===== src/rtl/reg_rename_file_pkg.sv =====
// Shared constants for the architectural register file / rename table.
package reg_rename_file_pkg;

    localparam int REG_NUM   = 32;
    localparam int TAG_W     = 4;
    localparam int DATA_W    = 32;
    localparam int REG_IDX_W = $clog2(REG_NUM);

    localparam logic [REG_IDX_W-1:0] X0_IDX = '0;

endpackage


===== src/rtl/rename_read_port.sv =====
// One source-operand lookup: handles the unrequested/x0 case and forwards a
// same-cycle commit of the producing ROB entry so the consumer sees the value.
module rename_read_port
    import reg_rename_file_pkg::*;
(
    input  logic                 op_flag,
    input  logic [REG_IDX_W-1:0] op_reg,
    input  logic                 reg_busy,
    input  logic [TAG_W-1:0]     reg_tag,
    input  logic [DATA_W-1:0]    reg_value,
    input  logic                 commit_flag,
    input  logic [REG_IDX_W-1:0] commit_reg,
    input  logic [TAG_W-1:0]     commit_rename,
    input  logic [DATA_W-1:0]    commit_value,
    output logic                 busy,
    output logic [TAG_W-1:0]     rename,
    output logic [DATA_W-1:0]    data
);

    // Select current mapping, or the committing value when the producer retires now.
    always_comb begin
        busy   = 1'b0;
        rename = '0;
        data   = '0;
        if (op_flag && (op_reg != X0_IDX)) begin
            if (commit_flag && (commit_reg == op_reg) && reg_busy && (reg_tag == commit_rename)) begin
                data = commit_value;
            end else begin
                busy   = reg_busy;
                rename = reg_tag;
                data   = reg_value;
            end
        end
    end

endmodule


===== src/rtl/reg_rename_file.sv =====
// Architectural register file with per-register rename table. Answers RS
// operand queries one cycle later, records destination renames, applies ROB
// commits and drops all pending renames on a flush.
module reg_rename_file
    import reg_rename_file_pkg::*;
(
    input  logic                 clk,
    input  logic                 rst,
    input  logic                 rdy,
    input  logic                 rename_need,
    input  logic                 rename_need_ins_is_simple,
    input  logic                 rename_need_ins_is_branch_or_store,
    input  logic [TAG_W-1:0]     rename_need_id,
    input  logic                 operand_1_flag,
    input  logic [REG_IDX_W-1:0] operand_1_reg,
    input  logic                 operand_2_flag,
    input  logic [REG_IDX_W-1:0] operand_2_reg,
    input  logic [TAG_W-1:0]     new_ins_rd_rename,
    input  logic [REG_IDX_W-1:0] new_ins_rd,
    input  logic                 commit_flag,
    input  logic [REG_IDX_W-1:0] commit_reg,
    input  logic [TAG_W-1:0]     commit_rename,
    input  logic [DATA_W-1:0]    commit_value,
    input  logic                 flush,
    output logic                 rename_finish,
    output logic [TAG_W-1:0]     rename_finish_id,
    output logic                 operand_1_busy,
    output logic [TAG_W-1:0]     operand_1_rename,
    output logic [DATA_W-1:0]    operand_1_data_from_reg,
    output logic                 operand_2_busy,
    output logic [TAG_W-1:0]     operand_2_rename,
    output logic [DATA_W-1:0]    operand_2_data_from_reg
);

    logic [DATA_W-1:0] value_q [REG_NUM];
    logic [TAG_W-1:0]  tag_q   [REG_NUM];
    logic [REG_NUM-1:0] busy_q;

    logic              query_p0;
    logic              rename_en_p0;
    logic              commit_wr_p0;
    logic              commit_clr_p0;

    logic              op1_busy_p0;
    logic [TAG_W-1:0]  op1_rename_p0;
    logic [DATA_W-1:0] op1_data_p0;
    logic              op2_busy_p0;
    logic [TAG_W-1:0]  op2_rename_p0;
    logic [DATA_W-1:0] op2_data_p0;

    logic              vld_p1;
    logic [TAG_W-1:0]  id_p1;
    logic              op1_busy_p1;
    logic [TAG_W-1:0]  op1_rename_p1;
    logic [DATA_W-1:0] op1_data_p1;
    logic              op2_busy_p1;
    logic [TAG_W-1:0]  op2_rename_p1;
    logic [DATA_W-1:0] op2_data_p1;

    // ---- stage p0: decode request, look up sources against pre-rename state ----
    assign query_p0     = rename_need && !rename_need_ins_is_simple && !flush;
    assign rename_en_p0 = rename_need && !rename_need_ins_is_branch_or_store
                          && (new_ins_rd != X0_IDX) && !flush;
    assign commit_wr_p0 = commit_flag && (commit_reg != X0_IDX);
    // A commit only frees the register if it is still the newest producer and
    // is not being renamed again this same cycle.
    assign commit_clr_p0 = commit_wr_p0 && busy_q[commit_reg]
                           && (tag_q[commit_reg] == commit_rename)
                           && !(rename_en_p0 && (new_ins_rd == commit_reg));

    rename_read_port u_read_1 (
        .op_flag       (operand_1_flag),
        .op_reg        (operand_1_reg),
        .reg_busy      (busy_q[operand_1_reg]),
        .reg_tag       (tag_q[operand_1_reg]),
        .reg_value     (value_q[operand_1_reg]),
        .commit_flag   (commit_flag),
        .commit_reg    (commit_reg),
        .commit_rename (commit_rename),
        .commit_value  (commit_value),
        .busy          (op1_busy_p0),
        .rename        (op1_rename_p0),
        .data          (op1_data_p0)
    );

    rename_read_port u_read_2 (
        .op_flag       (operand_2_flag),
        .op_reg        (operand_2_reg),
        .reg_busy      (busy_q[operand_2_reg]),
        .reg_tag       (tag_q[operand_2_reg]),
        .reg_value     (value_q[operand_2_reg]),
        .commit_flag   (commit_flag),
        .commit_reg    (commit_reg),
        .commit_rename (commit_rename),
        .commit_value  (commit_value),
        .busy          (op2_busy_p0),
        .rename        (op2_rename_p0),
        .data          (op2_data_p0)
    );

    // Architectural state update: commit value, busy/tag bookkeeping, flush.
    always_ff @(posedge clk) begin
        if (rst) begin
            busy_q <= '0;
            for (int i = 0; i < REG_NUM; i++) begin
                value_q[i] <= '0;
                tag_q[i]   <= '0;
            end
        end else if (rdy) begin
            if (commit_wr_p0) begin
                value_q[commit_reg] <= commit_value;
            end
            if (flush) begin
                busy_q <= '0;
            end else begin
                if (commit_clr_p0) begin
                    busy_q[commit_reg] <= 1'b0;
                end
                if (rename_en_p0) begin
                    busy_q[new_ins_rd] <= 1'b1;
                    tag_q[new_ins_rd]  <= new_ins_rd_rename;
                end
            end
        end
    end

    // ---- stage p1: registered response to the RS ----
    // Register the query response; payload holds between responses.
    always_ff @(posedge clk) begin
        if (rst) begin
            vld_p1        <= 1'b0;
            id_p1         <= '0;
            op1_busy_p1   <= 1'b0;
            op1_rename_p1 <= '0;
            op1_data_p1   <= '0;
            op2_busy_p1   <= 1'b0;
            op2_rename_p1 <= '0;
            op2_data_p1   <= '0;
        end else if (rdy) begin
            vld_p1 <= query_p0;
            if (query_p0) begin
                id_p1         <= rename_need_id;
                op1_busy_p1   <= op1_busy_p0;
                op1_rename_p1 <= op1_rename_p0;
                op1_data_p1   <= op1_data_p0;
                op2_busy_p1   <= op2_busy_p0;
                op2_rename_p1 <= op2_rename_p0;
                op2_data_p1   <= op2_data_p0;
            end
        end
    end

    assign rename_finish           = vld_p1;
    assign rename_finish_id        = id_p1;
    assign operand_1_busy          = op1_busy_p1;
    assign operand_1_rename        = op1_rename_p1;
    assign operand_1_data_from_reg = op1_data_p1;
    assign operand_2_busy          = op2_busy_p1;
    assign operand_2_rename        = op2_rename_p1;
    assign operand_2_data_from_reg = op2_data_p1;

endmodule


===== config.mk =====
export PLATFORM = sky130hd
export DESIGN_NAME = reg_rename_file
export DESIGN_NICKNAME = d
export VERILOG_FILES = /design/src/rtl/reg_rename_file_pkg.sv /design/src/rtl/rename_read_port.sv /design/src/rtl/reg_rename_file.sv
export SDC_FILE = /design/constraint.sdc
export NUM_CORES = 2
export LEC_CHECK = 0
export CAP_MARGIN = 5
export CORE_MARGIN = 5
export CORE_UTILIZATION = 57
export DETAILED_ROUTE_END_ITERATION = 10
export PLACE_DENSITY = 0.83
export SLEW_MARGIN = 15
export SYNTH_ARGS = -nofsm -noshare
export SYNTH_HDL_FRONTEND = slang
export SYNTH_SLANG_ARGS = --single-unit
export TNS_END_PERCENT = 30

===== constraint.sdc =====
create_clock -name clk -period 3.5 [get_ports clk]
set_input_delay 0.7 -clock clk [delete_from_list [all_inputs] [get_ports clk]]
set_output_delay 0.7 -clock clk [all_outputs]
set_load 0.01 [all_outputs]

* Word-level counts from Yosys, hierarchy flattened
Memory sizes are Yosys's and may differ from the RTL's. Index checks and enable logic that the tools add are counted.
Storage, ports and cells: register bits 111, latch bits 0, RAM bits 1152, ROM bits 0, input port bits 74, output and inout bits 79, word-level logic and storage cells 102, memories 2
Cells by class: add/sub/neg operators 0, multipliers 0, div/mod/pow operators 0, order comparisons 6, eq/ne operators 6, shift operators 0, multiplexer cells 45, bitwise logic cells 3, reduce and logical (&&, ||, !) cells 31
Memory list:
- value_q | words 32, bits a word 32, rd ports 2, clocked after memory_dff 0, wr ports 32, line reg_rename_file.sv:35 | logic [DATA_W-1:0] value_q [REG_NUM];
- tag_q | words 32, bits a word 4, rd ports 3, clocked after memory_dff 0, wr ports 32, line reg_rename_file.sv:36 | logic [TAG_W-1:0] tag_q [REG_NUM];
Operator list (number):
- 32-bit two-way mux | 11
- 32-bit AND | 1
- 32-bit NOT | 1
- 32-bit OR | 1
- 32-bit OR reduction | 1
- 5-bit by 6-bit < comparator with 1-bit output (second input constant) | 4
- 1-bit two-way mux | 22
- 1-bit logical AND | 20
- 4-bit two-way mux | 5
- 5-bit nonzero test | 4
- 1-bit binary-select mux with 5-bit select | 3
- 5-bit == test | 3
- 4-bit == test | 3
- 1-bit demux with 5-bit select | 2
- 5-bit by 1-bit >= comparator with 1-bit output (second input constant) | 2
- 5-bit two-way mux | 2
- 1-bit zero test | 4
- 4-bit OR reduction | 1
- 2-bit AND reduction | 1

* Depth between registers and ports, before layout
depth in word-level cells 14, gate-level depth with buffers 14, mapped depth without buffers 8

* By module
From an unflattened synthesis, not the netlist that was laid out.
Unflattened totals: cells, all modules 4552, area, all modules 68429.4 µm²
Modules (own cells, without submodules):
- reg_rename_file | times used 1, cells an instance 4298, area an instance 66852.9 µm², sequential area each 36815.3 µm²
- rename_read_port | times used 2, cells an instance 127, area an instance 788.3 µm², sequential area each 0.0 µm²

* Worst setup path before layout
OpenSTA, ideal clock, no wires.
kind input to register, from in operand_1_reg[1], to reg op1_data_p1[25], in the netlist operand_1_data_from_reg[25], setup time 0.117 ns, arrival 3.333 ns, data required time 3.383 ns, slack 0.049 ns, stages on the path 12, path buffers 7, path through buf_6 -> buf_12 -> buf_12 -> buf_6 -> buf_2 -> clkbuf_1 -> buf_1 -> mux4_2 -> mux4_2 -> mux2i_1 -> o21ai_0 -> a32o_1
Between the ends: word-level cells in the longest chain between the ends 6, elaborated cells between the ends (all ways) 13, classes of those cells eq/ne: 2; mux: 4; reduce/logical: 5; memory: 2
Ends and longest elaborated chain:
- start, declared | line reg_rename_file.sv:15 | input logic [REG_IDX_W-1:0] operand_1_reg,
- parallel branches: the longest is 5 deep, another holds memory read 32 x 4 bit
- 32-bit two-way mux (*) | line rename_read_port.sv:25 | if (op_flag && (op_reg != X0_IDX)) begin
- end signal, assigned | line reg_rename_file.sv:145 | op1_data_p1 <= op1_data_p0;
- end, declared | line reg_rename_file.sv:55 | logic [DATA_W-1:0] op1_data_p1;
Every way passes the cells marked *. The select of a mux whose other input is x is not followed. A chain may end at the register's enable or synchronous reset.

==> run metrics <==
status finished clean; Final Worst Setup Slack 176.8 ps; Setup CP Type reg2reg; Pre-antenna DRT Iters 8; largest net degree at the start of global routing 133; max reg flops 1024; hold slack 493.2 ps; Setup Buffers After CTS 0; Max stage delay on crit path 540 ps; Area Overhead vs Synth 14.90%; commonest cells after routing, fill and taps aside edfxtp_1 (1152), and2_1 (1122), mux4_2 (718); Seq/Total Area, Yosys 0.5402; Final Power 36.75 mW; Syn Inst Count 4475; Layout Skew 20.95 ps; RSZ-0062 raised after global routing false; PortBufs 152; HPWL Detailed 142100 um; GRT met1 Usage 0.4483; FFs w/ async S/R, synth 0; core box area 118400 um^2; Hold-fix buffers, CTS 0; chip width 355.8 um; worst slew pin tran 1128 ps; CP Cell Sequence mux4_2 > mux2i_1 > buf_4 > mux2i_1 > o22ai_1 > xor2_1 > nand4_1 > buf_4 > buf_12 > o41ai_1 > o21ai_0; CTS tree built; number of global-route vias before repair 47070; Starting Density 0.5756; fmax 300.9 MHz; CP required 4090 ps; worst-path fanout max 9; count of different cell masters after synthesis 71; initial antenna violation count 15; # nets final 4734; Final Max Slew Viols 0; H-tree depth 4; Total GRT Usage 0.3607; Clk Latency, worst-skew pair 760 ps; CP endpoint kind register; row count 126; minimum clock period 3323 ps; dominant synthesized flop cell edfxtp_1; Reg area 36820 um^2; Regs by FF count value_q: 1024 flops, tag_q: 128 flops; first-pass GRT wire length 326600 um; Clock Tree Buf Depth 3; Cell Area, Synth 68150 um^2; Multi-input gate area 29700 um^2; crit path DAT 3910 ps; final setup vio count 0; period utilization 0.9495; startpoint types register; initial drt markers 7865; P_leak 27.12 nW; Final Hold Vio Count 0; VDD IR max 0.0005005 V; routed wire length 228800 um; GRT Max-Usage Layer met2; slew margin rel. 0.2480; GR Util met2 0.5483; worst min path class reg2reg; Die Area 126600 um^2; warning count from the yosys run 0; maxcap violations 0; total grt overflow 0; CTS Root Cell clkbuf_16; wire length per cell 35.87 um; TNS Setup 0 ps; PwrDens 469.3 nW/um^2; Top reg by flops value_q; met3 usage 0.1280; commonest non-fill, non-tap cell in the layout edfxtp_1; die height 355.8 um; EDFF count, synth 1152; post-CTS sizing 0; ANT nets after route 0; via count 46500; Remaining DRCs 0; layout cell share with drive strength beyond 1 0.2895; Post-Route Utilization 0.6614; # fillers 7654; Worst-path clk slew 60 ps; clock tree sinks 1263; Setup WS pre-CTS -232.1 ps; Num CTS Buffers 135; Final Wtd Congestion 0.9614; synthesized area per cell 15.23 um^2; Top Ports 153; #FFs+latches synth 1263; Max stage delay cell, worst path o41ai_1; Via density 7.290
-- synthesized netlist by cell type, types with 6 or more instances --
cell type	number	area share
edfxtp_1	1152	0.51
and2_1	1123	0.10
mux4_2	718	0.24
clkbuf_1	309	0.017
nor2_1	124	0.0068
dfxtp_1	111	0.033
mux2i_1	111	0.016
buf_2	105	0.0077
nand2_1	77	0.0042
a221oi_1	64	0.0082
or2_2	56	0.0051
o21ai_0	46	0.0034
buf_1	41	0.0023
a22oi_1	40	0.0044
and3_1	40	0.0037
nor2b_1	40	0.0037
a221o_1	33	0.0048
o41ai_1	30	0.0039
nand3_1	21	0.0015
xor2_1	20	0.0026
a21oi_1	18	0.0013
nand4_1	18	0.0017
nor3_1	12	0.00088
buf_4	11	0.0012
o211ai_1	11	0.0012
a31oi_1	9	0.00083
inv_1	9	0.00050
nand2b_1	9	0.00083
a21o_1	8	0.00088
nand3b_1	8	0.00088
a22o_1	7	0.00090
mux2_2	7	0.0012
o22ai_1	7	0.00064
buf_6	6	0.00099
nor3b_1	6	0.00066
xnor2_1	6	0.00077
-- critical path: cells and delay by family, from the launching register on --
kind                      cells  cell delay (ps)
AOI/OAI and AO/OA             3              990
xor gates and xnor gates      1              210
buffers and inverters         3              540
DFF                           1              450
muxes                         3              820
and+or+nand+nor               1              140
-- final timing paths --
path	cells after the start	slack, ps	startpoint	to
hold reg to reg	2	490	rename_finish$_SDFFE_PP0P_	rename_finish$_SDFFE_PP0P_
setup reg to reg	11	180	tag_q[11][0]$_SDFFCE_PN0P_	operand_1_data_from_reg[19]$_SDFFE_PP0P_
hold / removal	2	490	rename_finish$_SDFFE_PP0P_	rename_finish$_SDFFE_PP0P_
setup / recovery	11	180	tag_q[11][0]$_SDFFCE_PN0P_	operand_1_data_from_reg[19]$_SDFFE_PP0P_
-- cell type report --
| type | instances | area share |
|---|---|---|
| Tap cell | 1600 | 0.02557 |
| Inverter | 10 | 0.0005433 |
| Sequential cell | 1263 | 0.4702 |
| Timing Repair Buffer | 487 | 0.06751 |
| Multi-Input combinational cell | 2763 | 0.3793 |
| Antenna cell | 8 | 0.0002557 |
| Clock inverter | 58 | 0.007590 |
| Clock buffer | 190 | 0.04905 |
-- where the power goes --
| group | internal [mW] | switching [mW] | leakage, nW |
|---|---|---|---|
| Sequential | 17.2 | 0.465 | 11.8 |
| Combinational | 2.13 | 2.47 | 13.1 |
| Clock | 8.43 | 6.07 | 2.19 |
-- logic make-up after synthesis --
kind of cell / share of synthesized area
xor+xnor: 0.003341
simple gates: 0.1362
compound gates: 0.03509
other cells: 0.00005503
mux: 0.2547
flops: 0.5402
buf+inv: 0.03033
-- per-layer routing --
layer  vias up  share of wire
met1     22990           0.31
met2      4637           0.45
met3      1074           0.16
li1      17790              -
met4        10          0.075
met5         -        0.00031
-- stage by stage --
| stage | area [um^2] | instances |
|---|---|---|
| 3_3_place_gp | 73850 | 6123 |
| 3_5_place_dp | 73850 | 6123 |
| 5_1_grt | 78290 | 6375 |
| 6_report | 78300 | 6379 |
| 4_1_cts | 78280 | 6371 |
| 2_1_floorplan | 68280 | 4510 |
(Power assumes the default switching activity.)
